`src/rtl/microuaz_pkg.sv`:
```
// Shared MicroUAZ8 definitions: loader state encoding, frame marker, default widths
// and instruction field positions used by both the loader and Control_unit.
package microuaz_pkg;

    localparam int DEF_ADDR_W = 8;
    localparam int DEF_DATA_W = 9;

    localparam logic [7:0] START_BYTE = 8'hA5;

    // Instruction word layout: opcode[8:6], field A[5:3], field B[2:0]
    localparam int OPC_MSB = 8;
    localparam int OPC_LSB = 6;
    localparam int FA_MSB  = 5;
    localparam int FA_LSB  = 3;
    localparam int FB_MSB  = 2;
    localparam int FB_LSB  = 0;

    typedef enum logic [2:0] {
        LD_IDLE,
        LD_LEN,
        LD_LO,
        LD_HI,
        LD_WR,
        LD_RUN,
        LD_ERR,
        LD_CHK
    } ld_state_e;

    // A count byte of zero means a full 256-word program.
    function automatic logic [8:0] count_to_words(input logic [7:0] n);
        return {(n == 8'd0), n};
    endfunction

endpackage

```
`src/rtl/program_loader_if.sv`:
```
// Loader bus: byte stream in, instruction fetch port, CPU hold and load status.
interface program_loader_if #(
    parameter int ADDR_W = 8,
    parameter int DATA_W = 9
);
    logic [7:0]        i_Byte;
    logic              i_Byte_Valid;
    logic              o_Byte_Ready;
    logic [ADDR_W-1:0] i_Addres_Instr_Bus;
    logic [DATA_W-1:0] o_Instruction;
    logic              o_Cpu_Hold;
    logic              o_Load_Done;
    logic              o_Load_Err;

    modport master (
        output i_Byte, i_Byte_Valid, i_Addres_Instr_Bus,
        input  o_Byte_Ready, o_Instruction, o_Cpu_Hold, o_Load_Done, o_Load_Err
    );

    modport slave (
        input  i_Byte, i_Byte_Valid, i_Addres_Instr_Bus,
        output o_Byte_Ready, o_Instruction, o_Cpu_Hold, o_Load_Done, o_Load_Err
    );
endinterface

```
`src/rtl/program_loader_instr_ram.sv`:
```
// Instruction store: one synchronous write port, one registered read port.
// The array itself is never reset; only the read register clears.
module instr_ram #(
    parameter int ADDR_W = 8,
    parameter int DATA_W = 9
) (
    input  logic              Clk,
    input  logic              Rst,
    input  logic              wr_en,
    input  logic [ADDR_W-1:0] wr_addr,
    input  logic [DATA_W-1:0] wr_data,
    input  logic [ADDR_W-1:0] rd_addr,
    output logic [DATA_W-1:0] rd_data_p1
);

    logic [DATA_W-1:0] mem [0:(1<<ADDR_W)-1];

    always_ff @(posedge Clk) begin
        if (wr_en) mem[wr_addr] <= wr_data;
    end

    // Read stage: same-address write in this cycle still returns the old word
    always_ff @(posedge Clk) begin
        if (!Rst) rd_data_p1 <= '0;
        else      rd_data_p1 <= mem[rd_addr];
    end

endmodule

```
`src/rtl/program_loader.sv`:
```
// Framed byte-stream program loader for MicroUAZ8; holds the CPU until a load completes.
// Optional checksum byte after the last pair when PROGRAM_LOADER_CHECKSUM_EN is defined.
module program_loader #(
    parameter int         ADDR_W     = microuaz_pkg::DEF_ADDR_W,
    parameter int         DATA_W     = microuaz_pkg::DEF_DATA_W,
    parameter logic [7:0] START_BYTE = microuaz_pkg::START_BYTE
) (
    input logic             Clk,
    input logic             Rst,
    program_loader_if.slave bus
);
    import microuaz_pkg::*;

    ld_state_e         state_q, state_d;
    logic [ADDR_W-1:0] wr_addr;
    logic [8:0]        words_left;
    logic [7:0]        lo_q;
    logic              hi_q;
    logic              done_q;
    logic              byte_ready;
    logic              xfer;
    logic              wr_en;
    logic [DATA_W-1:0] wr_data;
`ifdef PROGRAM_LOADER_CHECKSUM_EN
    logic [7:0]        chk_q;
`endif

    assign byte_ready = (state_q != LD_WR);
    assign xfer       = bus.i_Byte_Valid && byte_ready;
    assign wr_en      = (state_q == LD_WR);
    assign wr_data    = {hi_q, lo_q};

    always_comb begin
        state_d = state_q;
        unique case (state_q)
            LD_IDLE: if (xfer && bus.i_Byte == START_BYTE) state_d = LD_LEN;
            LD_LEN:  if (xfer) state_d = LD_LO;
            LD_LO:   if (xfer) state_d = LD_HI;
            LD_HI:   if (xfer) state_d = (bus.i_Byte[7:1] != 7'd0) ? LD_ERR : LD_WR;
            LD_WR: begin
                if (words_left == 9'd1)
`ifdef PROGRAM_LOADER_CHECKSUM_EN
                    state_d = LD_CHK;
`else
                    state_d = LD_RUN;
`endif
                else
                    state_d = LD_LO;
            end
`ifdef PROGRAM_LOADER_CHECKSUM_EN
            LD_CHK:  if (xfer) state_d = (bus.i_Byte == chk_q) ? LD_RUN : LD_ERR;
`endif
            LD_RUN, LD_ERR: if (xfer && bus.i_Byte == START_BYTE) state_d = LD_LEN;
            default: state_d = LD_IDLE;
        endcase
    end

    always_ff @(posedge Clk) begin
        if (!Rst) begin
            state_q    <= LD_IDLE;
            wr_addr    <= '0;
            words_left <= '0;
            done_q     <= 1'b0;
        end else begin
            state_q <= state_d;
            // Done is registered so it lines up with the first RUN cycle
            done_q  <= (state_d == LD_RUN) && (state_q != LD_RUN);
            if (state_q == LD_LEN && xfer) begin
                words_left <= count_to_words(bus.i_Byte);
                wr_addr    <= '0;
            end
            if (wr_en) begin
                wr_addr    <= wr_addr + ADDR_W'(1);
                words_left <= words_left - 9'd1;
            end
        end
    end

    always_ff @(posedge Clk) begin
        if (state_q == LD_LO && xfer) lo_q <= bus.i_Byte;
        if (state_q == LD_HI && xfer) hi_q <= bus.i_Byte[0];
`ifdef PROGRAM_LOADER_CHECKSUM_EN
        if (state_q == LD_LEN && xfer)
            chk_q <= 8'h00;
        else if ((state_q == LD_LO || state_q == LD_HI) && xfer)
            chk_q <= chk_q ^ bus.i_Byte;
`endif
    end

    instr_ram #(.ADDR_W(ADDR_W), .DATA_W(DATA_W)) u_ram (
        .Clk        (Clk),
        .Rst        (Rst),
        .wr_en      (wr_en),
        .wr_addr    (wr_addr),
        .wr_data    (wr_data),
        .rd_addr    (bus.i_Addres_Instr_Bus),
        .rd_data_p1 (bus.o_Instruction)
    );

    assign bus.o_Byte_Ready = byte_ready;
    assign bus.o_Cpu_Hold   = (state_q != LD_RUN);
    assign bus.o_Load_Err   = (state_q == LD_ERR);
    assign bus.o_Load_Done  = done_q;

endmodule

```
`src/flat_wrapper.sv`:
```
// flat-port wrapper written by rule: the top's interface ports become plain ports
module program_loader_flat import microuaz_pkg::*;
#(
    parameter int         ADDR_W     = microuaz_pkg::DEF_ADDR_W,
    parameter int         DATA_W     = microuaz_pkg::DEF_DATA_W,
    parameter logic [7:0] START_BYTE = microuaz_pkg::START_BYTE
)
  (Clk, Rst, bus_i_Byte, bus_i_Byte_Valid, bus_i_Addres_Instr_Bus, bus_o_Byte_Ready, bus_o_Instruction, bus_o_Cpu_Hold, bus_o_Load_Done, bus_o_Load_Err);
  program_loader_if #(.ADDR_W(ADDR_W), .DATA_W(DATA_W)) bus_i ();
  input logic Clk;
  input logic Rst;
  input wire logic [$bits(bus_i.i_Byte)-1:0] bus_i_Byte;
  input wire logic [$bits(bus_i.i_Byte_Valid)-1:0] bus_i_Byte_Valid;
  input wire logic [$bits(bus_i.i_Addres_Instr_Bus)-1:0] bus_i_Addres_Instr_Bus;
  output wire logic [$bits(bus_i.o_Byte_Ready)-1:0] bus_o_Byte_Ready;
  output wire logic [$bits(bus_i.o_Instruction)-1:0] bus_o_Instruction;
  output wire logic [$bits(bus_i.o_Cpu_Hold)-1:0] bus_o_Cpu_Hold;
  output wire logic [$bits(bus_i.o_Load_Done)-1:0] bus_o_Load_Done;
  output wire logic [$bits(bus_i.o_Load_Err)-1:0] bus_o_Load_Err;
  assign bus_i.i_Byte = bus_i_Byte;
  assign bus_i.i_Byte_Valid = bus_i_Byte_Valid;
  assign bus_i.i_Addres_Instr_Bus = bus_i_Addres_Instr_Bus;
  assign bus_o_Byte_Ready = bus_i.o_Byte_Ready;
  assign bus_o_Instruction = bus_i.o_Instruction;
  assign bus_o_Cpu_Hold = bus_i.o_Cpu_Hold;
  assign bus_o_Load_Done = bus_i.o_Load_Done;
  assign bus_o_Load_Err = bus_i.o_Load_Err;
  program_loader #(.ADDR_W(ADDR_W), .DATA_W(DATA_W), .START_BYTE(START_BYTE)) u_core (.Clk(Clk), .Rst(Rst), .bus(bus_i));
endmodule
```
`config.mk`:
```
export PLATFORM = sky130hd
export DESIGN_NAME = program_loader_flat
export DESIGN_NICKNAME = d
export VERILOG_FILES = /design/src/rtl/microuaz_pkg.sv /design/src/rtl/program_loader_if.sv /design/src/rtl/program_loader_instr_ram.sv /design/src/rtl/program_loader.sv /design/src/flat_wrapper.sv
export SDC_FILE = /design/constraint.sdc
export NUM_CORES = 2
export LEC_CHECK = 0
export BUFFER_PORTS_ARGS = -buffer_cell sky130_fd_sc_hd__buf_4
export CAP_MARGIN = 20
export CORE_ASPECT_RATIO = 1.2
export CORE_MARGIN = 2
export CORE_UTILIZATION = 55
export DETAILED_ROUTE_END_ITERATION = 8
export HOLD_SLACK_MARGIN = 0.02
export PLACE_DENSITY_LB_ADDON = 0.12
export REMOVE_ABC_BUFFERS = 1
export SYNTH_ARGS = -nofsm -noshare
export SYNTH_HDL_FRONTEND = slang
export SYNTH_SLANG_ARGS = --single-unit
```
`constraint.sdc`:
```
create_clock -name Clk -period 3.8 [get_ports Clk]
set_input_delay 0.76 -clock Clk [delete_from_list [all_inputs] [get_ports Clk]]
set_output_delay 0.76 -clock Clk [all_outputs]
set_load 0.01 [all_outputs]
```
Word level (Yosys, flattened, before mapping)
Memories as Yosys holds them, arrays and structs flattened. A register that Yosys moved wholly into a read port is not among the register bits.
Index checks and enable logic that the tools add are counted.
{ "totals": {"ff_bits": 30, "romBits": 0, "ramBits": 2304, "n_memories": 1, "input_bits": 19, "latchBits": 0} }
{ "mem_list": {"columns": ["name", "depth", "word_bits", "read_ports", "rd_clocked_by_memory_dff", "write_ports", "line_no", "rtl"], "rows": [
  ["u_core.u_ram.mem", 256, 9, 1, 1, 1, "program_loader_instr_ram.sv:16", "logic [DATA_W-1:0] mem [0:(1<<ADDR_W)-1];"]
]} }
{ "op_classes": {"shifts": 0, "addsub": 2, "n_mul": 0, "bitwise_logic": 0, "n_reduce_logical": 12, "n_mux": 13, "div_mod_pow": 0, "eq_ne": 11, "order_cmp": 0} }
{ "op_table": {"columns": ["operator", "n"], "rows": [
  ["9-bit two-way mux", 2],
  ["8-bit two-way mux", 2],
  ["3-bit two-way mux", 5],
  ["3-bit case mux with 5 select lines", 1],
  ["3-bit equality test, second input constant", 4],
  ["9-bit by 1-bit equality test with 1-bit output, second input constant", 1],
  ["9-bit by 1-bit subtractor with 9-bit output, second input constant", 1],
  ["8-bit by 1-bit adder with 8-bit output, second input constant", 1],
  ["8-bit equality test, second input constant", 1],
  ["8-bit logical NOT", 1],
  ["7-bit nonzero test", 1],
  ["3-bit by 2-bit equality test with 1-bit output, second input constant", 2],
  ["1-bit logical AND", 6],
  ["3-bit != test, second input constant", 2],
  ["3-bit by 1-bit equality test with 1-bit output, second input constant", 1],
  ["3-bit logical NOT", 1],
  ["3-bit OR reduction", 1],
  ["1-bit two-way mux", 2],
  ["2-bit two-way mux", 1],
  ["2-bit nonzero test", 1],
  ["1-bit logical NOT", 1]
]} }

Longest topological paths before layout
{ "logic_depth": {"word_depth": 7, "depth_mapped": 13, "depth_no_buf": 8} }

Hierarchy
A second synthesis with hierarchy kept.
{ "hier_totals": {"hier_cells": 4668, "hier_area_um2": 91946.9} }
{ "modules_own_cells": {"columns": ["module", "cells_each", "seq_area_each_um2", "instances", "area_each_um2"], "rows": [
  ["instr_ram", 4504, 69366.5, 1, 90463.0],
  ["program_loader", 164, 690.7, 1, 1483.9]
]} }

Worst setup path before layout
No wires, ideal clock.
{ "synth_path": {"path_type": "reg2reg", "startpoint": "register u_core.lo_q[0]", "endpoint": "memory u_core.u_ram.mem[0][0] (data pin)", "arrival_ps": 3228, "n_path_buf": 0, "setup_slack_ps": -246, "stages_incl_launch_ff": 1, "cell_sequence": "edfxtp_1"} }
{ "synth_rtl": {"columns": ["item", "line_no", "rtl"], "rows": [
  ["start: declaration", "program_loader.sv:17", "logic [7:0] lo_q;"],
  ["start signal: assignment", "program_loader.sv:80", "if (state_q == LD_LO && xfer) lo_q <= bus.i_Byte;"],
  ["end: declaration", "program_loader_instr_ram.sv:16", null]
]} }
No word-level cell before the write port.

Worst setup path after layout
{ "layout_path": {"startpoint": "register u_core.state_q[2]", "endpoint": "output bus_o_Byte_Ready"} }
{ "layout_via": {"elab_chain_cells": 1} }
{ "layout_lines": {"columns": ["item", "line_no", "rtl"], "rows": [
  ["start: declaration", "program_loader.sv:14", "ld_state_e state_q, state_d;"],
  ["start signal: assignment", "program_loader.sv:65", "state_q <= state_d;"],
  ["3-bit != test", "program_loader.sv:28", "assign byte_ready = (state_q != LD_WR);"],
  ["end: declaration", "flat_wrapper.sv:15", "output wire logic [$bits(bus_i.o_Byte_Ready)-1:0] bus_o_Byte_Ready;"]
]} }
No other way between the ends.

==> results.json <==
{
  "drc": 0,
  "start_kind": "register",
  "synth_edf_count": 2313,
  "report.power.total_mw": 51.3,
  "numCtsBuffers": 219,
  "nFillCells": 11500,
  "crit_arrival_ns": 2.85,
  "cts_tree": "yes",
  "io_pins": 32,
  "cap_viol_max_count": 0,
  "slew_headroom_pct": 23.8,
  "crit_path_top_delay_cell": "nor2_2",
  "critical_path.top_delay_family": "buffers and inverters",
  "netlist_area_sq_um": 91800,
  "worstPathCellList": "nand2b_1 > nor2_2 > buf_4 > inv_1 > buf_4",
  "synth.avg_cell_area_sq_um": 20.6,
  "grt_pass1_wl_um": 332000,
  "drtPass1Iterations": 5,
  "slew_viol_final": 0,
  "cts_hold_buf": 0,
  "p_leak_nw": 33.6,
  "drive_above_1_share_pct": 24.4,
  "insertion_delay_ns": 0.87,
  "status": "complete, no violations",
  "final_common_cell": "edfxtp_1",
  "start_util_pct": 55.2,
  "ys_types": 76,
  "rsz0062_at_grt": "no",
  "worstReg2RegEnd": "u_core.u_ram.mem[22][6]",
  "wire_per_inst_um": 31.9,
  "die-width_um": 377,
  "hold_end": "u_core.lo_q[1]",
  "fin_area_sq_um": 104000,
  "ir_drop_v": 0.000422,
  "post_cts_resized": 0,
  "setup-tns-final_ns": 0,
  "area_growth_pct": 13.2,
  "drt-initial-drc-count": 5147,
  "dr_total_vias": 46500,
  "root_buffer": "clkbuf_16",
  "wl_um": 231000,
  "tightest_slew_ns": 1.13,
  "finalSetupViolations": 0,
  "antenna_left": 0,
  "postCtsSetupBuffers": 0,
  "antenna_found_initial": 7,
  "ys_seq_area_share_pct": 76.3,
  "grt_overflow_total": 0,
  "post-route-min-period_ns": 3.61,
  "core_sq_um": 166000,
  "port-buffer-count": 31,
  "grt_pass1_vias": 46300,
  "async_flop_share_pct": 0,
  "ys.flop_type": "edfxtp_1",
  "place_congestion": 0.839,
  "cpPeakStageDelay_ns": 0.55,
  "regToRegSetupSlack_ns": 0.47,
  "endpoint_kind": "output pin",
  "path_clk_slew_ns": 0.06,
  "grt_max_degree": 185,
  "power_density_nw_per_um2": 493,
  "clock-sinks": 2343,
  "mostFrequentLayoutCells": "edfxtp_1, buf_4, mux4_2, nor2_1, mux2i_1",
  "cts_max_level": 4,
  "grt_use_total_pct": 27.4,
  "crit_required_ns": 3.04,
  "ys_ff_latch": 2343,
  "period_share_pct": 95.1,
  "hold_path_class": "input port to register",
  "worstHoldStart": "bus_i_Byte[1]",
  "r2r-start": "u_core.state_q[2]",
  "postSynthCellCount": 4452,
  "fin_skew_ns": 0.0322,
  "yosysWarnings": 0,
  "path_class": "register to output pin",
  "dpl-instance-area_sq_um": 97000,
  "die_h_um": 452,
  "holdPathStages": 1,
  "fp.dieArea_sq_um": 170000,
  "via_per_inst": 6.42,
  "cp_common_cell": "buf_4",
  "clock_path_buffers": 3,
  "max_freq_mhz": 277,
  "rr_worst_depth": 4,
  "cp_num_buf_inv": 3,
  "place_hpwl_um": 144000,
  "final_nets": 4927,
  "placementRows": 164,
  "critPathMaxFanout": 15,
  "hold_viol_final": 0
}
## power by group
group          switching [mW]  internal (mW)  total [mW]  leakage, nW
clock                    9.34           11.9        21.3         3.38
combinational            1.16          0.883        2.05         9.18
sequential             0.0220           28.0        28.0         21.0
total                    10.5           40.7        51.3         33.6
## worst register-to-register path: stages (launching register included)
cell and delay, ns:
dfxtp_1 0.50, nand2b_1 0.14, nor2_2 0.55, nand3_1 0.73, nor2_1 1.04
## kinds of logic (layout without fill, tap and decap cells)
logic type / Yosys count / after routing / share of synthesized area, %
AO/OA/AOI/OAI: 505 / 505 / 3.79
adder cells (fa/ha/maj): 6 / 6 / 0.0818
buffers and inverters: 285 / 916 / 2.26
flip-flops: 2343 / 2343 / 76.3
multiplexers: 764 / 764 / 14.9
AND/OR/NAND/NOR: 549 / 549 / 2.62
other: 0 / 5 / 0
## per-stage QoR
step	std cells	setup WS, ns	hold WS [ns]	util (%)
global route	7243	0.00992	0.0616	62.5
finish	7246	0.186	0.0978	62.5
floorplan	4178	-0.372	0.443	-
detailed placement	6838	-0.135	0.477	58.4
global placement	6836	-0.142	0.462	58.3
CTS	7240	0.201	0.0329	62.5
## synthesized netlist by cell type, types with 10 or more instances
cell type | number | area share, %
buf_6 | 41 | 0.50
nor2_1 | 321 | 1.3
a221oi_1 | 21 | 0.20
o22ai_1 | 69 | 0.47
nand4_1 | 16 | 0.11
buf_2 | 57 | 0.31
nor2b_1 | 11 | 0.075
mux2_2 | 10 | 0.12
o21ai_0 | 80 | 0.44
mux2i_1 | 288 | 3.1
edfxtp_1 | 2313 | 76
o221ai_1 | 108 | 1.0
mux4_1 | 56 | 1.6
dfxtp_1 | 30 | 0.65
nand2_1 | 74 | 0.30
clkbuf_1 | 98 | 0.40
a22o_1 | 12 | 0.11
nor3_1 | 18 | 0.098
buf_12 | 10 | 0.22
mux4_2 | 410 | 10
a21oi_1 | 103 | 0.56
buf_4 | 20 | 0.16
or3_1 | 11 | 0.075
a22oi_1 | 35 | 0.29
nand3_1 | 51 | 0.28
a211oi_1 | 17 | 0.14
buf_8 | 26 | 0.43
## layer usage
metal	global-route usage (%)	vias to the layer above	routed length (um)
met4	9.32	0	7830
li1	-	19600	-
met3	4.06	352	15700
met5	0	-	0
met1	37.4	24700	91000
met2	45.6	1926	117000
## worst max path at each step
stage                     cells past startpoint                 startpoint  slack (ns)                          to
after floorplan                               7  bus_i_Addres_Instr_Bus[1]       -0.37  u_core.u_ram.rd_data_p1[3]
after global placement                       10  bus_i_Addres_Instr_Bus[1]       -0.14  u_core.u_ram.rd_data_p1[3]
after detailed placement                      8  bus_i_Addres_Instr_Bus[0]       -0.13  u_core.u_ram.rd_data_p1[0]
after CTS                                     5          u_core.state_q[2]        0.20            bus_o_Byte_Ready
after global routing                          5          u_core.state_q[2]        0.01            bus_o_Byte_Ready
final                                         5          u_core.state_q[2]        0.19            bus_o_Byte_Ready
## layout make-up
cell class,instances,area (sq um),share of cell area (%)
inverters,11,48.8,0.0470
flip-flops and latches,2343,70100,67.4
diodes,5,12.5,0.0120
multi-input cells,1824,19700,19.0
clock inverters,135,1150,1.11
well taps,2158,2700,2.60
repair buffers,503,4460,4.29
clock buffers,267,5770,5.55
## sequential cells by signal, indices dropped and copies added (netlist names)
signal / flops
u_core.u_ram.rd_data_p1: 9
u_core.hi_q: 1
u_core.lo_q: 8
u_core.wr_addr: 8
u_core.bus.o_Load_Done: 1
u_core.state_q: 3
u_core.words_left: 9
u_core.u_ram.mem: 2304
Power figures use the tool's default switching activity.
